`src/rtl/alu_arbiter.sv`:
```
// Two-requester round-robin front end for a single shared combinational ALU.
// One operation is in flight at a time: IDLE accepts, ISSUE drives the ALU, RESP holds the result.
module alu_arbiter #(
  parameter logic [4:0] IDLE_FS = 5'b00000
) (
  input  logic        clk,
  input  logic        reset_n,

  input  logic        req0_valid,
  input  logic [4:0]  req0_fs,
  input  logic [15:0] req0_a,
  input  logic [15:0] req0_b,
  input  logic        req0_cin,
  output logic        req0_ready,

  input  logic        req1_valid,
  input  logic [4:0]  req1_fs,
  input  logic [15:0] req1_a,
  input  logic [15:0] req1_b,
  input  logic        req1_cin,
  output logic        req1_ready,

  output logic        rsp0_valid,
  output logic [15:0] rsp0_f,
  output logic        rsp0_cout,
  input  logic        rsp0_ready,

  output logic        rsp1_valid,
  output logic [15:0] rsp1_f,
  output logic        rsp1_cout,
  input  logic        rsp1_ready,

  output logic [4:0]  alu_fs,
  output logic [15:0] alu_a,
  output logic [15:0] alu_b,
  output logic        alu_cin,
  input  logic [15:0] alu_f,
  input  logic        alu_cout
);

  typedef enum logic [1:0] {
    IDLE  = 2'd0,
    ISSUE = 2'd1,
    RESP  = 2'd2
  } state_t;

  state_t      r_state;
  logic        r_owner;
  logic        r_lastGrant;
  logic [4:0]  r_opFs;
  logic [15:0] r_opA;
  logic [15:0] r_opB;
  logic        r_opCin;
  logic [15:0] r_resF;
  logic        r_resCout;

  logic w_grant0;
  logic w_grant1;
  logic w_inIdle;
  logic w_inIssue;
  logic w_inResp;
  logic w_ownerReady;

  // On a tie the requester that did not win last time is granted.
  assign w_grant0 = req0_valid & (~req1_valid | r_lastGrant);
  assign w_grant1 = req1_valid & (~req0_valid | ~r_lastGrant);

  // Reset masks every output so nothing leaks while reset_n is held low.
  assign w_inIdle  = reset_n & (r_state == IDLE);
  assign w_inIssue = reset_n & (r_state == ISSUE);
  assign w_inResp  = reset_n & (r_state == RESP);

  assign req0_ready = w_inIdle & w_grant0;
  assign req1_ready = w_inIdle & w_grant1;

  assign w_ownerReady = r_owner ? rsp1_ready : rsp0_ready;

  always_ff @(posedge clk) begin
    if (!reset_n) begin
      r_state     <= IDLE;
      r_owner     <= 1'b0;
      r_lastGrant <= 1'b1;
      r_opFs      <= 5'd0;
      r_opA       <= 16'd0;
      r_opB       <= 16'd0;
      r_opCin     <= 1'b0;
      r_resF      <= 16'd0;
      r_resCout   <= 1'b0;
    end else begin
      case (r_state)
        IDLE: begin
          if (req0_ready || req1_ready) begin
            r_owner     <= req1_ready;
            r_lastGrant <= req1_ready;
            r_opFs      <= req1_ready ? req1_fs  : req0_fs;
            r_opA       <= req1_ready ? req1_a   : req0_a;
            r_opB       <= req1_ready ? req1_b   : req0_b;
            r_opCin     <= req1_ready ? req1_cin : req0_cin;
            r_state     <= ISSUE;
          end
        end
        ISSUE: begin
          r_resF    <= alu_f;
          r_resCout <= alu_cout;
          r_state   <= RESP;
        end
        RESP: begin
          if (w_ownerReady) begin
            r_state <= IDLE;
          end
        end
        default: r_state <= IDLE;
      endcase
    end
  end

  assign alu_fs  = w_inIssue ? r_opFs  : IDLE_FS;
  assign alu_a   = w_inIssue ? r_opA   : 16'd0;
  assign alu_b   = w_inIssue ? r_opB   : 16'd0;
  assign alu_cin = w_inIssue ? r_opCin : 1'b0;

  assign rsp0_valid = w_inResp & ~r_owner;
  assign rsp1_valid = w_inResp & r_owner;
  assign rsp0_f     = r_resF;
  assign rsp1_f     = r_resF;
  assign rsp0_cout  = r_resCout;
  assign rsp1_cout  = r_resCout;

endmodule

```
`config.mk`:
```
export PLATFORM = sky130hd
export DESIGN_NAME = alu_arbiter
export DESIGN_NICKNAME = d
export VERILOG_FILES = /design/src/rtl/alu_arbiter.sv
export SDC_FILE = /design/constraint.sdc
export NUM_CORES = 1
export LEC_CHECK = 0
export CAP_MARGIN = 10
export CORE_ASPECT_RATIO = 1.25
export CORE_MARGIN = 1.5
export CORE_UTILIZATION = 35
export CTS_CLUSTER_DIAMETER = 60
export DETAILED_ROUTE_END_ITERATION = 6
export DONT_BUFFER_PORTS = 1
export PLACE_DENSITY = 0.5
export SKIP_LAST_GASP = 1
export SLEW_MARGIN = 20
export SYNTH_ARGS = -nofsm -noshare
export SYNTH_HDL_FRONTEND = slang
export SYNTH_SLANG_ARGS = --single-unit
```
`constraint.sdc`:
```
create_clock -name clk -period 1.5 [get_ports clk]
set_input_delay 0.3 -clock clk [delete_from_list [all_inputs] [get_ports clk]]
set_output_delay 0.3 -clock clk [all_outputs]
set_load 0.005 [all_outputs]
```
==> metrics.cfg <==
[critical_path]
ff2ff_path_depth=7
crit_arrival_ps=1390
start_kind=flip-flop
crit_buf_inv=2
crit_type=flip-flop to output pin
r2r-end=r_opFs[1]
required_ps=1200
max_stage_delay_ps=320
worstPathCellList=buf_4, nor2b_4, buf_12, and3_1
crit_fanout=25
reg2reg_from=r_state[0]
crit_family=simple AND/OR/NAND/NOR gates
critPathSlowestCell=dfxtp_2
endpoint_kind=output pin
rrSetupSlack_ps=-80

[logic_synthesis]
syn_nets=485
synth_commonest_cells=59 x dfxtp_1, 55 x a21oi_1, 39 x and3_1
synth_area_um2=3040
synthFlopType=dfxtp_1
synth_edf_count=0
ys_seq_area_share_pct=38.9
syn_inst=386
ys_ff_latch=59
synthArstFlopShare_pct=0
synth_cell_types=30
yosysTopAreaCell=dfxtp_1
ys_top_cells_by_area=dfxtp_1 39%, a311oi_1 11%, a21oi_1 9.1%
synth_most_common_cell=dfxtp_1
ys_warn_count=0
yosysTopAreaCellShare_pct=38.9
postSynthAreaPerCell_um2=7.87

[flow_run]
drv_cap=0

[cts]
cts_hold_buf=0
cts_sinks=59
cts_buffer_depth=2
clock_latency_ps=340
cts_buffers=9
htreeDepth=3
path_clk_slew_ps=60
cts_tree=done
cts_root_buf=clkbuf_8

[drt]
drcViolationCount=0
viasPerCell=6.22
drtIter0Drc=146
firstDrtPassIters=4
drt-wirelength-per-cell_um=22.0
antenna_left=0
route.vias.total=2930
wl_mm=10.4

[timing]
setup_viol=79
drv_slew=0
layout_setup_ws_ps=-185
timing.fmax_mhz=593
rsz0062_at_grt=true
final.period_utilization_pct=112
clock_skew_ps=4.36
finalSetupTns_ps=-8350
tightest_slew_ps=668
finalCriticalPeriod_ps=1690
final_hold_viol_count=0
slew_headroom_pct=55.4

[placement]
dp_hpwl_mm=5.99
dp_slack_ps=19.3
io_buffer_count=0
gp_congestion=0.808

[layout]
area_growth_pct=22.7
num-nets-final=469
drive_above_1_share_pct=20.3
n_antenna_cell=0
final_util_pct=44.7

[grt]
grt_max_degree=46
grt_pass1_vias=2707
gr-total-overflow=0
grt_pass1_wl_mm=14.3
globalRouteTotalUtil_pct=20.0
antenna_found_initial=0

[hold_path]
hold_path_startpoint=reset_n
holdPathStages=1
hold_class=input pin to flip-flop
hold_end=r_lastGrant

[power_and_ir_drop]
ir_drop_mv=0.446
p_leak_nw=1.37
powerDensity_nw_per_um2=1150

[die]
num_rows=37
io_pins=175
die_area_um2=9250
die_y_um=107
core_um2=8330
start_util_pct=36.4
die_w_um=86.3

[status]
outcome=complete, but fails checks
violations=setup timing

layout by cell type (no fill, tap or decap), drive strengths merged, types with 2 or more instances in the layout:
master | Yosys | layout
nand2b | 2 | 2
dfxtp | 59 | 59
nand2 | 35 | 35
inv | 3 | 3
nor2 | 3 | 3
and3 | 39 | 39
nand3 | 38 | 38
a21oi | 55 | 55
a311oi | 38 | 38
clkbuf | 23 | 20
o21ai | 38 | 38
buf | 40 | 28
layer usage:
metal	GRT usage (%)	routed length, um	up-vias
met5	0	0	-
met4	6.68	127	0
met2	34.9	5330	144
met1	23.7	4220	1405
met3	5.08	704	12
li1	-	-	1369
area by class of cell:
| type | instances | area, um^2 |
|---|---|---|
| Fill cell | 856 | 4610 |
| Multi-Input combinational cell | 261 | 1630 |
| Sequential cell | 59 | 1190 |
| Timing Repair Buffer | 36 | 586 |
| Clock buffer | 13 | 159 |
| Tap cell | 97 | 121 |
| Clock inverter | 2 | 35.0 |
| Inverter | 3 | 11.3 |
timing repair:
action                     4_1_cts  5_1_grt
setup endpoints to repair       42       83
hold endpoints to repair         0        0
cloned                           1       10
resized for setup                9       27
buffers inserted                 3        2
pin swaps                        2       11
report_power, final:
part           internal, mW  switching (mW)
combinational         0.482           0.528
clock                 0.848           0.618
sequential             1.71          0.0889
stage by stage:
stage,instance area (um^2),instances,hold WS [ps],total power [mW]
floorplan,3040,386,436,2.38
global placement,3090,440,390,2.57
detailed placement,3090,440,391,2.58
CTS,3370,459,30.2,4.10
global route,3720,471,27.0,4.50
finish,3720,471,57.1,4.28
cells by family (layout without fill, tap and decap cells):
group | Yosys count | count (layout) | synth area share (%)
AOI/OAI and AO/OA | 137 | 137 | 27.9
buffers and inverters | 66 | 54 | 11.8
DFF | 59 | 59 | 38.9
and+or+nand+nor | 124 | 124 | 21.4
worst max path at each step:
stage | startpoint | slack, ps | endpoint | cells after the start
floorplan | r_state[0] | 20 | alu_a[10] | 4
global placement | r_state[0] | 60 | r_opB[14] | 6
detailed placement | r_state[0] | 20 | r_opB[14] | 6
CTS | r_state[1] | -200 | alu_a[10] | 4
global route | r_state[1] | -240 | alu_a[10] | 4
finish | r_state[1] | -190 | alu_a[10] | 4
worst reg2reg max path: stages, from the launching register on:
cell and delay (ps):
dfxtp_4 360, buf_6 120, nor3b_4 210, buf_12 140, buf_12 130, and2_4 240, clkbuf_16 180, a311oi_1 90
registers in the layout (all words and copies together), names as in the netlist:
register and cells:
r_state 2, r_opCin 1, r_opB 16, r_opFs 5, rsp0_f 16, r_lastGrant 1, rsp0_cout 1, r_opA 16
r_owner 1
Note: power is estimated with default switching activity, not from simulation.
